$ cat config.mk
export PLATFORM = sky130hd
export DESIGN_NAME = rabbit_spawner
export DESIGN_NICKNAME = d
export VERILOG_FILES = /design/src/rtl/rabbit_pkg.sv /design/src/rtl/rabbit_spawner_lfsr8.sv /design/src/rtl/rabbit_spawner.sv
export SDC_FILE = /design/constraint.sdc
export NUM_CORES = 1
export LEC_CHECK = 0
export CORE_ASPECT_RATIO = 0.8
export CORE_MARGIN = 4
export CORE_UTILIZATION = 45
export CTS_CLUSTER_SIZE = 10
export DETAILED_ROUTE_END_ITERATION = 10
export PLACE_DENSITY = 0.69
export SETUP_SLACK_MARGIN = 0.5
export SYNTH_ARGS = -nofsm -noshare
export SYNTH_HDL_FRONTEND = slang
export SYNTH_SLANG_ARGS = --single-unit
$ cat constraint.sdc
create_clock -name clk -period 3.48 [get_ports clk]
set_input_delay 0.696 -clock clk [delete_from_list [all_inputs] [get_ports clk]]
set_output_delay 0.696 -clock clk [all_outputs]
set_load 0.02 [all_outputs]
$ cat src/rtl/rabbit_pkg.sv
// Shared types and constants for the rabbit placement logic and its LFSR.
package rabbit_pkg;

    localparam int LED_W = 8;
    localparam int CNT_W = 24;

    // Fibonacci feedback taps of the 8-bit LFSR (maximal length, period 255)
    localparam int TAP_A = 7;
    localparam int TAP_B = 5;
    localparam int TAP_C = 4;
    localparam int TAP_D = 3;

    typedef enum logic [1:0] {
        SEEK = 2'd0,
        SHOW = 2'd1,
        WAIT = 2'd2
    } state_e;

endpackage

$ cat src/rtl/rabbit_spawner_lfsr8.sv
// Free-running 8-bit Fibonacci LFSR; loads the seed while in reset.
module lfsr8
    import rabbit_pkg::*;
(
    input  logic       clk,
    input  logic       rst,
    input  logic [7:0] seed,
    output logic [7:0] q
);

    logic [7:0] q_q;
    logic [7:0] q_d;

    always_comb begin
        q_d = {q_q[6:0], q_q[TAP_A] ^ q_q[TAP_B] ^ q_q[TAP_C] ^ q_q[TAP_D]};
    end

    always_ff @(posedge clk or posedge rst) begin
        if (rst) begin
            q_q <= seed;
        end else begin
            q_q <= q_d;
        end
    end

    assign q = q_q;

endmodule

$ cat src/rtl/rabbit_spawner.sv
// Rabbit position owner: places a rabbit off the snake, blanks it on an eat
// request, and respawns it after a programmable hold-off.
module rabbit_spawner
    import rabbit_pkg::*;
#(
    parameter int unsigned RESPAWN_CYCLES = 1500000,
    parameter logic [7:0]  LFSR_SEED      = 8'h01
) (
    input  logic             clk,
    input  logic             rst,
    input  logic [LED_W-1:0] snake_led,
    input  logic             eat_req,
    output logic [LED_W-1:0] rabbit_led,
    output logic             eat_ack,
    output logic [15:0]      spawn_count,
    output state_e           dbg_state
);

    localparam logic [CNT_W-1:0] RELOAD  = CNT_W'(RESPAWN_CYCLES - 1);
    localparam logic [CNT_W-1:0] CNT_ONE = CNT_W'(1);

    state_e           state_q, state_d;
    logic [LED_W-1:0] rabbit_q, rabbit_d;
    logic             ack_q, ack_d;
    logic [CNT_W-1:0] cnt_q, cnt_d;
    logic [15:0]      spawn_q, spawn_d;
    logic [7:0]       lfsr_val;
    logic [LED_W-1:0] cand;

    lfsr8 u_lfsr (
        .clk  (clk),
        .rst  (rst),
        .seed (LFSR_SEED),
        .q    (lfsr_val)
    );

    assign cand = LED_W'(1) << lfsr_val[2:0];

    // eat_req/eat_ack is a 4-phase level handshake: req rises, ack rises,
    // req falls, ack falls. The rabbit may only come back once both are low
    // and the hold-off counter has drained.
    always_comb begin
        state_d  = state_q;
        rabbit_d = rabbit_q;
        ack_d    = ack_q;
        cnt_d    = cnt_q;
        spawn_d  = spawn_q;
        case (state_q)
            SEEK: begin
                if ((cand & snake_led) == '0) begin
                    rabbit_d = cand;
                    spawn_d  = spawn_q + 16'd1;
                    state_d  = SHOW;
                end
            end
            SHOW: begin
                if (eat_req) begin
                    rabbit_d = '0;
                    ack_d    = 1'b1;
                    cnt_d    = RELOAD;
                    state_d  = WAIT;
                end
            end
            WAIT: begin
                if (cnt_q != '0) begin
                    cnt_d = cnt_q - CNT_ONE;
                end
                if (!eat_req) begin
                    ack_d = 1'b0;
                end
                if ((cnt_q == '0) && !eat_req && !ack_q) begin
                    state_d = SEEK;
                end
            end
            default: state_d = SEEK;
        endcase
    end

    always_ff @(posedge clk or posedge rst) begin
        if (rst) begin
            state_q  <= SEEK;
            rabbit_q <= '0;
            ack_q    <= 1'b0;
            cnt_q    <= '0;
            spawn_q  <= '0;
        end else begin
            state_q  <= state_d;
            rabbit_q <= rabbit_d;
            ack_q    <= ack_d;
            cnt_q    <= cnt_d;
            spawn_q  <= spawn_d;
        end
    end

    assign rabbit_led  = rabbit_q;
    assign eat_ack     = ack_q;
    assign spawn_count = spawn_q;
    assign dbg_state   = state_q;

endmodule
After elaboration in Yosys (flattened, before gate mapping)
Cells that the tools add are included.
{"block": "classes", "n_shift": 1, "add_sub_neg": 2, "muxes": 13, "reduce_logical": 15, "n_eq_ne": 7, "n_bitwise": 4}
{"cell": "2-to-1 mux 24 bit", "count": 2}
{"cell": "one-hot mux 24 bit (2 select lines)", "count": 1}
{"cell": "logical NOT 24 bit", "count": 1}
{"cell": "nonzero test 24 bit", "count": 1}
{"cell": "subtractor 24 x 1 -> 24 bit (second input constant)", "count": 1}
{"cell": "adder 16 x 1 -> 16 bit (second input constant)", "count": 1}
{"cell": "2-to-1 mux 8 bit", "count": 2}
{"cell": "one-hot mux 8 bit (2 select lines)", "count": 1}
{"cell": "AND reduction 3 bit", "count": 4}
{"cell": "!= test 2 bit (second input constant)", "count": 5}
{"cell": "bitwise AND 8 bit", "count": 1}
{"cell": "logical NOT 8 bit", "count": 1}
{"cell": "<< shifter 1 x 3 -> 8 bit (first input constant)", "count": 1}
{"cell": "2-to-1 mux 2 bit", "count": 3}
{"cell": "one-hot mux 2 bit (3 select lines)", "count": 1}
{"cell": "nonzero test 2 bit", "count": 2}
{"cell": "bitwise XOR 1 bit", "count": 3}
{"cell": "== test 2 x 1 -> 1 bit (second input constant)", "count": 1}
{"cell": "== test 2 bit (second input constant)", "count": 1}
{"cell": "logical AND 1 bit", "count": 2}
{"cell": "logical NOT 1 bit", "count": 2}
{"cell": "logical NOT 2 bit", "count": 1}
{"cell": "2-to-1 mux 1 bit", "count": 2}
{"cell": "one-hot mux 1 bit (2 select lines)", "count": 1}
{"cell": "AND reduction 2 bit", "count": 1}
{"block": "word_totals", "out_inout_bits": 27, "regBits": 59, "input_bits": 11, "elab_cells": 48}

Logic depth before layout (Yosys ltp)
Gate-level depths: netlist (run 1).
{"block": "logic_depth", "word_depth": 5, "mapped_depth": 7, "depth_no_buf": 6}

Worst setup path after synthesis (run 1)
OpenSTA, ideal clock, no wires.
{"block": "synth_path", "path_type": "register to register", "from": "register cnt_q[17]", "to": "register cnt_q[9]", "t_required_ns": 3.348, "n_path_buf": 2, "path_stages_with_launch": 8, "setup_ns": 0.132, "path_slack_ns": 1.064, "synth_period_minus_slack_ns": 2.416, "arrival_time_ns": 2.285, "cell_sequence": "dfrtp_1 or4_1 buf_2 or4_1 buf_6 o31ai_4 nor3_1 or3b_1"}
{"block": "synth_via", "elab_chain_cells": 3}
{"item": "from (decl)", "line": "rabbit_spawner.sv:25", "text": "logic [CNT_W-1:0] cnt_q, cnt_d;"}
{"item": "from (signal assigned)", "line": "rabbit_spawner.sv:90", "text": "cnt_q <= cnt_d;"}
{"item": "nonzero test 24 bit", "line": "rabbit_spawner.sv:65", "text": "if (cnt_q != '0) begin"}
{"item": "!= test 2 bit (no line)"}
{"item": "AND reduction 3 bit (no line)"}
No other way between the ends.
A chain may end at the register's enable or synchronous reset.

Worst setup path in the final report (run 1)
Ends and elaborated chain as after synthesis.

==> metrics.yaml, run 1 <==
placement:
  place_inst: 386
  gp_congestion: 0.763
  hpwl_um: 4200
  numPortBuffers: 37
power:
  swShare_pct: 34.0
  leakage_nw: 1.36
  power_mw: 2.06
  irDropWorstVdd_mv: 0.430
  pwr-share-comb_pct: 27.3
  p_sw_mw: 0.703
  p_per_area_nw_per_um2: 588
  clkPwrFrac_pct: 29.6
  pwr-share-seq_pct: 43.2
  internal_power_mw: 1.36
routing:
  via_count: 2275
  wl_per_cell_um: 15.2
  drc: 0
  via_per_inst: 5.66
  firstDrtPassIters: 4
  detail-route-antenna-nets: 0
  drtIter0Drc: 130
  wl_um: 6120
sta:
  final-setup-viol-count: 0
  fin_hold_ws_ns: 0.352
  slew_violations: 0
  min_period_ns: 2.64
  finalHoldViolCount: 0
  layout_worst_path_cycle_share_pct: 76.0
  worst_slew_pin_slew_ns: 0.680
  fin_skew_ns: 0.0116
  maxSlewHeadroom_pct: 54.7
  rsz0062_at_grt: "false"
  tns_ns: 0
  fmax_ghz: 0.378
worst_setup_path:
  start_kind: "register"
  cp_data_arrival_time_ns: 2.86
  cp_cell_sequence: "or4_1 -> or4_1 -> o31ai_4 -> nor3_1 -> or3b_1"
  cpPeakStageDelay_ns: 0.64
  worstSetupPathType: "reg2reg"
  crit_slowest_cell: "or4_1"
  critPathMostFrequentCell: "or4_1"
  cp.required_ns: 3.69
  crit_path_max_fanout: 8
  worstSetupEndpointType: "register"
grt:
  grt_usage_pct: 17.6
  grt_max_degree: 55
  grt_overflow: 0
  antenna_found_initial: 0
  first_global_vias: 2140
  grt_pass1_wl_um: 10600
clock_tree:
  path_clk_slew_ns: 0.07
  h-tree-depth: 3
  clockBufferDepth: 2
  cts_sinks: 59
  ctsRootBufferMaster: "clkbuf_8"
  cts_resized: 0
  post_cts.repair.setup_buffers: 0
  clk_latency_ns: 0.34
  holdBufCountCts: 0
  cts_made_buffers: 9
  cts_tree: "built"
final_layout:
  antenna_cells: 0
  layout_common_cells: "58 x dfrtp_1, 37 x clkdlybuf4s50_1, 26 x nand3_1"
  multi_input_area_um2: 1290
  final-seq-area_um2: 1480
  final_nets: 330
  fillers: 526
  drive_gt1_share_pct: 9.97
  final_common_cell: "dfrtp_1"
  area_growth_pct: 23.6
  postLayoutCoreUtil_pct: 58.4
  instances_no_fill: 402
yosys:
  synth_fp_nets: 286
  syn_area_per_cell_um2: 10.4
  synth_edf_count: 0
  async_flop_share_pct: 100
  synth-main-ff-cell: "dfrtp_1"
  ys_warn_count: 0
  ys_seq_area_share_pct: 52.1
  synth.distinct_cells: 47
  synthCells: 272
  ys_ff_latch: 59
  syn_area_um2: 2840
die:
  die-area_um2: 7650
  io_pins: 38
  die_y_um: 79.0
  core-area_um2: 6010
  rows: 25
  start_util_pct: 47.3
  die_w_um: 96.8
flow_run:
  maxCapViolCount: 0
outcome:
  status: "finished, final reports clean"
min_path:
  hold_path.class: "reg2reg"
[critical path, delay by kind of cell, from the launching register on]
kind            cells  cell delay, ns
flops               1            0.40
simple gates        4            1.70
compound gates      1            0.41
[worst paths after layout]
check | startpoint | to | slack [ns] | depth (start not counted)
worst min-delay path | u_lfsr.q[6] | u_lfsr.q[7] | 0.35 | 0
min in group asynchronous | rst | rabbit_led[5] | 0.55 | 2
worst max-delay path | cnt_q[17] | cnt_q[9] | 0.84 | 5
max in group asynchronous | rst | cnt_q[14] | 2.05 | 3
worst max register to register | cnt_q[17] | cnt_q[9] | 0.84 | 5
worst min register to register | u_lfsr.q[6] | u_lfsr.q[7] | 0.35 | 0
[layout make-up]
class	instances	area share [%]
well taps	81	2.89
clock buffers	11	4.03
flip-flops and latches	59	42.1
inverters	7	0.749
repair buffers	43	11.8
multi-input cells	196	36.9
clock inverters	5	1.50
[cell families (layout without fill, tap and decap cells)]
kind of cell / after synthesis / count (layout) / synth area share, %
DFF: 59 / 59 / 52.1
muxes: 6 / 6 / 2.25
and+or+nand+nor: 110 / 110 / 22.0
adders and majority gates: 3 / 3 / 1.32
AOI/OAI and AO/OA: 58 / 58 / 14.0
buffers and inverters: 17 / 66 / 2.56
xor gates and xnor gates: 19 / 19 / 5.86
[per-stage QoR]
stage	setup slack (ns)	instance area, um^2
2_1_floorplan	1.06	2840
3_3_place_gp	0.683	3310
3_5_place_dp	0.608	3310
4_1_cts	0.843	3510
5_1_grt	0.702	3510
6_report	0.835	3510
[routing by layer]
metal | GRT usage (%) | vias up | part of all wire, %
met5 | 0 | - | 0
met4 | 5.89 | 0 | 1.5
met3 | 6.94 | 9 | 4.5
met2 | 25.4 | 42 | 45
met1 | 24.3 | 1112 | 49
li1 | - | 1112 | -
[flip-flops by register name, summed over array words and instances (netlist names)]
| signal | count |
|---|---|
| cnt_q | 24 |
| spawn_count | 16 |
| rabbit_led | 8 |
| u_lfsr.q | 8 |
| dbg_state | 2 |
| eat_ack | 1 |
[synth_stat cells (7+ instances only)]
cell / number / area [um^2]
nor3_1: 14 / 70.1
xor2_1: 14 / 123
clkbuf_1: 8 / 30.0
dfrtp_1: 58 / 1450
a21oi_1: 11 / 55.1
or4_1: 11 / 82.6
o31ai_1: 9 / 67.6
nand2_1: 12 / 45.0
nor2_1: 15 / 56.3
nand3_1: 26 / 130
or3_1: 9 / 56.3
o21ai_0: 15 / 75.1
inv_1: 7 / 26.3
[power by group through the flow]
| stage | sequential [mW] | clock, mW | combinational, mW |
|---|---|---|---|
| global placement | 0.900 | 0 | 0.557 |
| CTS | 0.893 | 0.628 | 0.565 |
| finish | 0.891 | 0.610 | 0.563 |
| global route | 0.914 | 0.669 | 0.616 |
| detailed placement | 0.903 | 0 | 0.563 |
| floorplan | 0.947 | 0 | 0.268 |
No activity file was read; power rests on OpenSTA's default activity.
==> run 2: changes to the inputs <==
PLACE_DENSITY = 0.72   (was 0.69)
clock period = 2.38 ns   (was 3.48 ns; I/O delays follow)
==> run 2 against run 1 <==
  * Hold slack improved by 0.0044 ns
  * Critical endpoint is now cnt_q[23]
  * Highest routed layer unchanged
  * Design area up 23%
  * Critical path depth grew 4
  * Non-clock buffer count grew 43
  * Register-to-register slack worse by 0.79 ns
  * Sequential share of layout area fell by 7.9 points
  * Core utilization up 14 points
  * First-iteration DRC count grew 14%
==> metrics.yaml, run 2 (synthesis gave the netlist of run 1 again) <==
outcome:
  status: "finished, final reports clean"  # unchanged
min_path:
  hold_path.class: "reg2reg"  # unchanged
sta:
  fin_hold_ws_ns: 0.356  # was 0.352 ns
  fmax_ghz: 0.428  # was 0.378 GHz
  final-setup-viol-count: 0  # unchanged
  maxSlewHeadroom_pct: 63.1  # was 54.7%
  layout_worst_path_cycle_share_pct: 98.2  # was 76.0%
  slew_violations: 0  # unchanged
  finalHoldViolCount: 0  # unchanged
  tns_ns: 0  # unchanged
  timing.final.ws_setup_ns: 0.0417  # was 0.835 ns
  fin_skew_ns: 0.0121  # was 0.0116 ns
  worst_slew_pin_slew_ns: 0.553  # was 0.680 ns
  min_period_ns: 2.34  # was 2.64 ns
  rsz0062_at_grt: "true"  # was false
final_layout:
  fillers: 407  # was 526
  final_nets: 374  # was 330
  postLayoutCoreUtil_pct: 72.1  # was 58.4%
  final-seq-area_um2: 1480  # about the same
  antenna_cells: 0  # unchanged
  area_growth_pct: 52.6  # was 23.6%
  drive_gt1_share_pct: 34.2  # was 9.97%
  multi_input_area_um2: 1670  # was 1290 um^2
  final_common_cell: "dfrtp_1"  # unchanged
  layout_common_cells: "55 x dfrtp_1, 30 x buf_4, 26 x nand3_1"  # was 58 x dfrtp_1, 37 x clkdlybuf4s50_1, 26 x nand3_1
  instances_no_fill: 446  # was 402
  largest_register: "cnt_q"  # unchanged
  largest_register_ffs: 24  # unchanged
die:
  start_util_pct: 47.3  # unchanged
  die-area_um2: 7650  # unchanged
  die_y_um: 79.0  # unchanged
  io_pins: 38  # unchanged
  die_w_um: 96.8  # unchanged
  rows: 25  # unchanged
  core-area_um2: 6010  # unchanged
worst_setup_path:
  worstSetupEndpointType: "register"  # unchanged
  critPathMostFrequentCell: "buf_6"  # was or4_1
  crit_path_max_fanout: 4  # was 8
  cp.required_ns: 2.60  # was 3.69 ns
  path_buf_inv: 4  # was 0
  cp_top_family: "simple AND/OR/NAND/NOR gates"  # unchanged
  cpPeakStageDelay_ns: 0.56  # was 0.64 ns
  start_kind: "register"  # unchanged
  crit_slowest_cell: "or4_4"  # was or4_1
  cp_data_arrival_time_ns: 2.56  # was 2.86 ns
  worstSetupPathType: "reg2reg"  # unchanged
  cp_cell_sequence: "or4_4 -> buf_6 -> buf_6 -> buf_6 -> nor4_4 -> a311o_1 -> buf_6 -> or3_1 -> a21oi_1"  # was or4_1 -> or4_1 -> o31ai_4 -> nor3_1 -> or3b_1
grt:
  antenna_found_initial: 0  # unchanged
  grt_overflow: 0  # unchanged
  grt_usage_pct: 20.3  # was 17.6%
  grt_max_degree: 36  # was 55
  grt_pass1_wl_um: 12400  # was 10600 um
  first_global_vias: 2503  # was 2140
routing:
  drtIter0Drc: 148  # was 130
  via_count: 2667  # was 2275
  wl_per_cell_um: 18.7  # was 15.2 um
  wl_um: 8340  # was 6120 um
  drc: 0  # unchanged
  firstDrtPassIters: 4  # unchanged
  detail-route-antenna-nets: 0  # unchanged
  via_per_inst: 5.98  # was 5.66
clock_tree:
  h-tree-depth: 3  # unchanged
  path_clk_slew_ns: 0.07  # about the same
  cts_tree: "built"  # unchanged
  cts_made_buffers: 9  # unchanged
  holdBufCountCts: 0  # unchanged
  ctsRootBufferMaster: "clkbuf_8"  # unchanged
  clk_latency_ns: 0.34  # about the same
  clockBufferDepth: 2  # unchanged
  cts_sinks: 59  # unchanged
placement:
  place_inst: 399  # was 386
  gp_congestion: 0.862  # was 0.763
  hpwl_um: 4510  # was 4200 um
  numPortBuffers: 37  # unchanged
  place_ws_ns: 0.00192  # was 0.608 ns
power:
  irDropWorstVdd_mv: 0.781  # was 0.430 mV
  leakage_nw: 1.77  # was 1.36 nW
  p_per_area_nw_per_um2: 818  # was 588 nW/um^2
flow_run:
  maxCapViolCount: 0  # unchanged
run 2: final cells by class:
cell class              count  share of cell area, %
multi-input cells         197                   38.6
flip-flops and latches     59                   34.2
repair buffers             86                   19.1
clock buffers              11                   3.26
well taps                  81                   2.34
clock inverters             5                   1.79
inverters                   7                  0.693
run 2: worst reg2reg max path, delay by kind of cell, from the launching register on:
kind,cells,cell delay (ns)
DFF,1,0.42
buffers and inverters,4,0.49
and+or+nand+nor,3,0.88
AOI/OAI and AO/OA,2,0.43
run 2: where the power goes:
part | total [mW] | leakage (nW) | internal, mW | switching, mW
clock network | 1.01 | 0.109 | 0.614 | 0.400
logic | 1.22 | 0.942 | 0.544 | 0.673
registers | 1.31 | 0.717 | 1.13 | 0.176
run 2: timing repair:
action,CTS,global route
pin swaps,17,29
gates resized for setup,48,58
setup buffers,21,9
setup endpoints to repair,59,50
cloned,1,0
run 2: path summary, 6_finish.rpt:
check                             from          end  slack, ns  cells after the start
min reg2reg                u_lfsr.q[6]  u_lfsr.q[7]       0.36                      0
min in group asynchronous          rst  u_lfsr.q[7]       0.54                      2
max                          cnt_q[18]    cnt_q[23]       0.04                      9
max in group asynchronous          rst     cnt_q[0]       1.28                      3
max reg2reg                  cnt_q[18]    cnt_q[23]       0.04                      9
min                        u_lfsr.q[6]  u_lfsr.q[7]       0.36                      0
run 2: per-stage QoR:
stage	cell area [um^2]	total power [mW]
after global placement	3450	2.16
final	4330	3.54
after floorplan	2880	1.79
after detailed placement	3450	2.18
after global routing	4330	3.71
after CTS	4000	3.33
run 2: routing by layer:
layer / GRT usage (%) / routed length (um)
met1: 26.7 / 3450
met2: 32.6 / 4150
met3: 5.53 / 418
met4: 7.01 / 318
met5: 0 / 0
